--- config.mk ---
export PLATFORM = sky130hd
export DESIGN_NAME = regbank_load_seq
export DESIGN_NICKNAME = d
export VERILOG_FILES = /design/src/rtl/regbank_load_seq.sv
export SDC_FILE = /design/constraint.sdc
export NUM_CORES = 1
export LEC_CHECK = 0
export CELL_PAD_IN_SITES_DETAIL_PLACEMENT = 1
export CELL_PAD_IN_SITES_GLOBAL_PLACEMENT = 2
export CORE_ASPECT_RATIO = 1.25
export CORE_MARGIN = 3
export CORE_UTILIZATION = 36
export DETAILED_ROUTE_END_ITERATION = 8
export GPL_TIMING_DRIVEN = 0
export HOLD_SLACK_MARGIN = 0.15
export PLACE_DENSITY_LB_ADDON = 0.08
export SETUP_SLACK_MARGIN = 0.05
export SYNTH_ARGS = -nofsm -noshare
export SYNTH_HDL_FRONTEND = slang
export SYNTH_SLANG_ARGS = --single-unit
--- constraint.sdc ---
create_clock -name clk -period 2.6 [get_ports clk]
set_input_delay 0.52 -clock clk [delete_from_list [all_inputs] [get_ports clk]]
set_output_delay 0.52 -clock clk [all_outputs]
set_load 0.02 [all_outputs]
--- src/rtl/regbank_load_seq.sv ---
// Write sequencer feeding a regbit register array: buffers byte-pair
// writes and plays each one out as SETUP -> LOAD -> HOLD.
module regbank_load_seq #(
    parameter int NPAIRS   = 4,
    parameter int SELW     = 2,
    parameter int DEPTH    = 2,
    parameter int HOLD_CYC = 1
) (
    input  logic              clk,
    input  logic              nreset,
    input  logic              req_valid,
    output logic              req_ready,
    input  logic [SELW-1:0]   req_sel,
    input  logic              req_hi_en,
    input  logic              req_lo_en,
    input  logic [15:0]       req_data,
    output logic [7:0]        d_hi,
    output logic [7:0]        d_lo,
    output logic [NPAIRS-1:0] ld_hi,
    output logic [NPAIRS-1:0] ld_lo,
    output logic              busy,
    output logic              done
);

    localparam int AW = (DEPTH > 1) ? $clog2(DEPTH) : 1;
    localparam int EW = SELW + 2 + 16;

    localparam logic [1:0] S_IDLE  = 2'd0;
    localparam logic [1:0] S_SETUP = 2'd1;
    localparam logic [1:0] S_LOAD  = 2'd2;
    localparam logic [1:0] S_HOLD  = 2'd3;

    localparam logic [1:0] HLAST = 2'(HOLD_CYC - 1);

    logic [EW-1:0] mem_q [DEPTH];
    logic [AW-1:0] wptr_q, rptr_q;
    logic [AW:0]   cnt_q;

    logic          full, empty, push, pop;
    logic [SELW-1:0] h_sel;
    logic          h_hi, h_lo;
    logic [15:0]   h_data;

    logic [1:0]      state_q, state_d;
    logic [1:0]      hcnt_q, hcnt_d;
    logic [SELW-1:0] wsel_q, wsel_d;
    logic            whi_q, whi_d;
    logic            wlo_q, wlo_d;
    logic [7:0]      dhi_q, dhi_d;
    logic [7:0]      dlo_q, dlo_d;
    logic [NPAIRS-1:0] ldh_q, ldh_d;
    logic [NPAIRS-1:0] ldl_q, ldl_d;
    logic            done_q, done_d;

    assign full  = (cnt_q == (AW+1)'(DEPTH));
    assign empty = (cnt_q == '0);
    assign push  = req_valid && !full;
    assign {h_sel, h_hi, h_lo, h_data} = mem_q[rptr_q];

    always_ff @(posedge clk) begin
        if (push) mem_q[wptr_q] <= {req_sel, req_hi_en, req_lo_en, req_data};
    end

    always_ff @(posedge clk) begin
        if (!nreset) begin
            wptr_q <= '0;
            rptr_q <= '0;
            cnt_q  <= '0;
        end else begin
            if (push) wptr_q <= wptr_q + 1'b1;
            if (pop)  rptr_q <= rptr_q + 1'b1;
            if (push && !pop)      cnt_q <= cnt_q + 1'b1;
            else if (pop && !push) cnt_q <= cnt_q - 1'b1;
        end
    end

    always_comb begin
        state_d = state_q;
        hcnt_d  = hcnt_q;
        wsel_d  = wsel_q;
        whi_d   = whi_q;
        wlo_d   = wlo_q;
        dhi_d   = dhi_q;
        dlo_d   = dlo_q;
        ldh_d   = '0;
        ldl_d   = '0;
        done_d  = 1'b0;
        pop     = 1'b0;
        unique case (state_q)
            S_IDLE, S_HOLD: begin
                if (state_q == S_HOLD && hcnt_q != HLAST) begin
                    hcnt_d = hcnt_q + 2'd1;
                    done_d = (hcnt_q + 2'd1 == HLAST);
                end else begin
                    state_d = S_IDLE;
                    // Empty-enable requests are drained without a sequence
                    if (!empty) begin
                        pop = 1'b1;
                        if (h_hi || h_lo) begin
                            state_d = S_SETUP;
                            wsel_d  = h_sel;
                            whi_d   = h_hi;
                            wlo_d   = h_lo;
                            dhi_d   = h_data[15:8];
                            dlo_d   = h_data[7:0];
                        end
                    end
                end
            end
            S_SETUP: begin
                state_d = S_LOAD;
                for (int i = 0; i < NPAIRS; i++) begin
                    ldh_d[i] = whi_q && (wsel_q == SELW'(i));
                    ldl_d[i] = wlo_q && (wsel_q == SELW'(i));
                end
            end
            S_LOAD: begin
                state_d = S_HOLD;
                hcnt_d  = 2'd0;
                done_d  = (HLAST == 2'd0);
            end
            default: state_d = S_IDLE;
        endcase
    end

    always_ff @(posedge clk) begin
        if (!nreset) begin
            state_q <= S_IDLE;
            hcnt_q  <= '0;
            wsel_q  <= '0;
            whi_q   <= 1'b0;
            wlo_q   <= 1'b0;
            dhi_q   <= '0;
            dlo_q   <= '0;
            ldh_q   <= '0;
            ldl_q   <= '0;
            done_q  <= 1'b0;
        end else begin
            state_q <= state_d;
            hcnt_q  <= hcnt_d;
            wsel_q  <= wsel_d;
            whi_q   <= whi_d;
            wlo_q   <= wlo_d;
            dhi_q   <= dhi_d;
            dlo_q   <= dlo_d;
            ldh_q   <= ldh_d;
            ldl_q   <= ldl_d;
            done_q  <= done_d;
        end
    end

    assign req_ready = !full;
    assign d_hi      = dhi_q;
    assign d_lo      = dlo_q;
    assign ld_hi     = ldh_q;
    assign ld_lo     = ldl_q;
    assign done      = done_q;
    assign busy      = (state_q != S_IDLE) || !empty;

endmodule

* Word level (Yosys, flattened, before mapping)
Memories as Yosys holds them, arrays and structs flattened. A register that Yosys moved wholly into a read port is not among the register bits. Cells that the tools add are included.
Word-level totals: bits in registers 37, memories 1, RAM bits 40, output and inout bits 27, bits of input ports 23, word-level logic and storage cells 77
Memories:
- mem_q | words 2, bits a word 20, read ports 1, clocked after memory_dff 1, wr ports 1, line 35 | logic [EW-1:0] mem_q [DEPTH];
Operators by class: equality and inequality tests 9, bitwise logic cells 2, multiplexer cells 17, add/subtract/negate cells 5, reductions and logical operators 30
Operators with widths (number):
- 1-bit logical AND | 12
- 2-bit equality test, second input constant | 5
- 1-bit two-way mux | 10
- 2-bit zero test | 4
- 2-bit two-way mux | 4
- 2-bit nonzero test | 4
- 2-bit one-hot mux with 3 select lines | 1
- 2-bit by 1-bit adder with 2-bit output, second input constant | 2
- 2-bit by 1-bit equality test with 1-bit output, second input constant | 2
- 1-bit zero test | 4
- 2-bit != test, second input constant | 2
- 2-bit one-hot mux with 2 select lines | 1
- 2-bit AND reduction | 2
- 4-bit AND reduction | 1
- 1-bit adder, second input constant | 2
- 1-bit logical OR | 2
- 1-bit NOT | 2
- 1-bit one-hot mux with 2 select lines | 1
- 2-bit OR reduction | 1
- 2-bit by 1-bit subtractor with 2-bit output, second input constant | 1

* Longest topological paths before layout
Gate-level depths: netlist of the first run.
depth after elaboration 7, mapped depth 10, mapped depth without buffers 9

* Worst setup path before layout of the first run
Ideal clock, no wire load.
path type reg2reg, start point reg state_q[0], end point reg cnt_q[1], data arrival time 2.036 ns, required time 2.530 ns, stages on the path, launching flop included 9, setup time 0.070 ns, clock period less this slack 2.106 ns, buffers on the path 1, setup slack 0.494 ns, cell sequence dfxtp_1 -> inv_1 -> ha_1 -> nor3_1 -> buf_2 -> inv_2 -> ha_1 -> or3_1 -> a21boi_1
Between the ends: longest elaborated chain between the ends 7, elaborated cells on any way between the ends 11, those cells by class eq/ne (1); mux (3); reduce/logical (7)
RTL lines:
- start: declaration | line 44 | logic [1:0] state_q, state_d;
- start signal: assignment | line 139 | state_q <= state_d;
- 2-bit equality test | line 89, 91
- 1-bit logical AND | line 91 | if (state_q == S_HOLD && hcnt_q != HLAST) begin
- 1-bit two-way mux | line 91
- 1-bit two-way mux * | line 89 | unique case (state_q)
- 1-bit zero test | line 72 | if (push && !pop) cnt_q <= cnt_q + 1'b1;
- 1-bit logical AND | line 72
- 2-bit two-way mux / 2-bit nonzero test (equally long branches)
- end signal: assignment | line 72
- end signal: assignment | line 73 | else if (pop && !push) cnt_q <= cnt_q - 1'b1;
- end: declaration | line 37 | logic [AW:0] cnt_q;
Mark *: on every way between the ends. The rest lies on a longest branch, timed or not. A chain may end at the register's enable or synchronous reset.

* Final worst setup path of the first run
Ends and elaborated chain as after synthesis.

==> metrics.yaml, run 1 <==
run_status:
  status: "finished clean"
route:
  drtIter0Drc: 85
  wire_per_inst_um: 15.47
  vias: 1857
  drt_wl_total_mm: 5.832
  ant_nets: 0
  drt-pass1-iter-count: 4
  routed_via_density: 4.926
  drc: 0
placement:
  placed_cell_area_um2: 3591
  gp_congestion: 0.6993
  portBuffers: 48
  pre_cts_slack_ns: 0.1492
  place_hpwl_mm: 4.042
cells_and_area:
  fillers: 825
  area_delta_synth_final_pct: 28.10
  drive_above_1_share_pct: 9.929
  finish.instance_area_um2: 3810
  nNetsFinal: 308
  final-seq-area_um2: 1962
  multi_input_area_um2: 915.9
  n_antenna_cell: 0
  utilization_pct: 48.06
yosys:
  ys_seq_elements: 78
  synth-edff-count: 40
  syn_inst: 217
  yosysUniqueCellTypes: 34
  synth-main-ff-cell: "edfxtp_1"
  synth_warnings: 0
  synth-seq-area-share_pct: 65.97
  async_reset_ff_share_pct: 0
  synth_nets: 248
  syn_area_per_cell_um2: 13.71
  netlist_area_um2: 2974
global_routing:
  grt_pass1_wl_mm: 9.825
  grt_pass1_vias: 1967
  track_usage_pct: 13.92
  grt_start_max_net_pins: 21
  globalRouteOverflowTotal: 0
  antenna_found_initial: 0
clocking:
  cts_inserted_buffers: 9
  clk_pin_slew_ns: 0.09
  clockRootBuffer: "clkbuf_8"
  clk_latency_ns: 0.34
  htreeDepth: 3
  clk_path_buf_depth: 2
  clock_sinks: 78
  tritoncts: "yes"
sta:
  hold_violations: 0
  final_max_slew_viol_count: 0
  period_minus_slack_ns: 2.352
  fin_skew_ns: 0.01127
  worst_pin_slew_ns: 1.054
  setup_ws_ns: 0.2480
  finalSetupTns_ns: 0
  setup_violations: 0
  max_freq_mhz: 425.2
  slew_headroom_pct: 29.71
  rsz0062_at_grt: "no"
  period_share_pct: 90.46
power:
  powerDensity_nw_per_um2: 1089
  leakagePower_nw: 1.506
  peakVddDrop_v: 0.0005266
  power_mw: 4.149
worst_setup_path:
  start_kind: "flip-flop"
  crit_chain: "inv_1 > ha_1 > nor3_1 > buf_4 > inv_2 > ha_1 > or3_1 > a21boi_1"
  slowest_stage: "dfxtp_1"
  crit_path_frequent_cell: "ha_1"
  crit_required_ns: 2.88
  arrival_ns: 2.63
  end_kind: "flip-flop"
  critPathMaxFanout: 10
  max_stage_delay_ns: 0.42
  path_class: "flip-flop to flip-flop"
die:
  io_pins: 50
  die_y_um: 107.6
  dieArea_um2: 9395
  row_count: 36
  coreArea_um2: 7928
  die_w_um: 87.30
  initial_core_util_pct: 37.52
worst_hold_path:
  hold_class: "flip-flop to flip-flop"
flow_run:
  max-cap-violations: 0
cells by family (layout without fill, tap and decap cells):
family / after synthesis / after routing / synth area share, %
compound gates: 30 / 30 / 9.214
xor+xnor: 4 / 4 / 1.178
fa+ha+maj: 8 / 8 / 3.366
buf+inv: 19 / 84 / 3.323
flops: 78 / 78 / 65.97
mux: 20 / 20 / 6.731
simple gates: 58 / 58 / 10.22
Yosys cell counts, drive strengths merged, types with 2 or more instances:
library cell | instances | area (µm²)
o211a | 18 | 180.2
edfxtp | 40 | 1201
nor2 | 14 | 52.55
o2bb2ai | 2 | 17.52
mux2i | 20 | 200.2
nand3 | 19 | 95.09
xnor2 | 3 | 26.28
dfxtp | 38 | 760.7
buf | 7 | 53.80
and2 | 5 | 33.78
a21oi | 4 | 31.28
inv | 7 | 26.27
nand2 | 6 | 22.52
nand2b | 3 | 18.77
clkbuf | 5 | 18.77
nor2b | 4 | 25.02
ha | 8 | 100.1
nor3b | 2 | 15.01
nor3 | 2 | 21.27
power breakdown:
group,internal (mW),switching [mW]
combinational,0.680,0.766
sequential,1.59,0.154
clock,0.511,0.453
cell type report:
cell class | count | share of cell area [%]
well taps | 95 | 3.120
repair buffers | 49 | 13.00
multi-input cells | 120 | 24.04
inverters | 7 | 0.6897
plain buffers | 12 | 1.970
clock buffers | 11 | 4.007
clock inverters | 5 | 1.675
flip-flops and latches | 78 | 51.49
routing by layer:
| layer | global-route usage (%) | wire [µm] |
|---|---|---|
| met2 | 23.65 | 3048 |
| met4 | 4.605 | 76 |
| met1 | 16.63 | 2473 |
| met5 | 0 | 0 |
| met3 | 4.135 | 234 |
final timing paths:
path	from	endpoint	slack, ns	cells past startpoint
worst max-delay path	state_q[0]$_SDFFE_PN0P_	cnt_q[1]$_SDFFE_PN0P_	0.25	8
worst min-delay path	wlo_q$_SDFFE_PN0P_	ld_lo[3]$_SDFF_PN0_	0.48	2
worst max register to register	state_q[0]$_SDFFE_PN0P_	cnt_q[1]$_SDFFE_PN0P_	0.25	8
worst min register to register	wlo_q$_SDFFE_PN0P_	ld_lo[3]$_SDFF_PN0_	0.48	2
flip-flops by register name (all words and copies together) (netlist names), named ones only:
register,cells
mem_q,40
d_hi,8
d_lo,8
ld_hi,4
ld_lo,4
cnt_q,2
hcnt_q,2
state_q,2
wsel_q,2
done,1
rptr_q,1
whi_q,1
wlo_q,1
wptr_q,1
layout by cell type (no fill, tap or decap), types with 2 or more instances in the layout:
cell and instances:
a21oi_1 3, and2_1 4, buf_2 3, buf_6 3, clkbuf_1 6, clkbuf_8 9
clkdlybuf4s50_1 48, dfxtp_1 38, edfxtp_1 40, ha_1 8, inv_1 6, inv_6 2
mux2i_1 20, nand2_1 6, nand2b_1 3, nand3_1 19, nor2_1 13, nor2b_1 4
nor3b_1 2, o211a_1 18, o2bb2ai_1 2, xnor2_1 3
metrics by stage:
| stage | hold WS [ns] | cells |
|---|---|---|
| final | 0.4823 | 377 |
| after detailed placement | 0.4720 | 361 |
| after global placement | 0.4695 | 360 |
| after global routing | 0.5015 | 377 |
| after CTS | 0.4867 | 377 |
| after floorplan | 0.4431 | 217 |
worst max-delay path: cells and delay by family (launching register included):
family	cells	cell delay (ns)
compound gates	1	0.13
flops	1	0.42
buf+inv	3	0.41
simple gates	2	0.64
fa+ha+maj	2	0.68
repair_timing:
item,4_1_cts,5_1_grt
hold buffers,0,0
resized for setup,0,2
endpoints found under the setup margin,0,1
setup buffers,0,0
Note: power is estimated with default switching activity, not from simulation.
==> run 2, diff against run 1 <==
Settings changed: CTS_CLUSTER_SIZE set to 10.
==> results of run 2 <==
No change in the layout: final DEF, timing and power equal those of run 1.
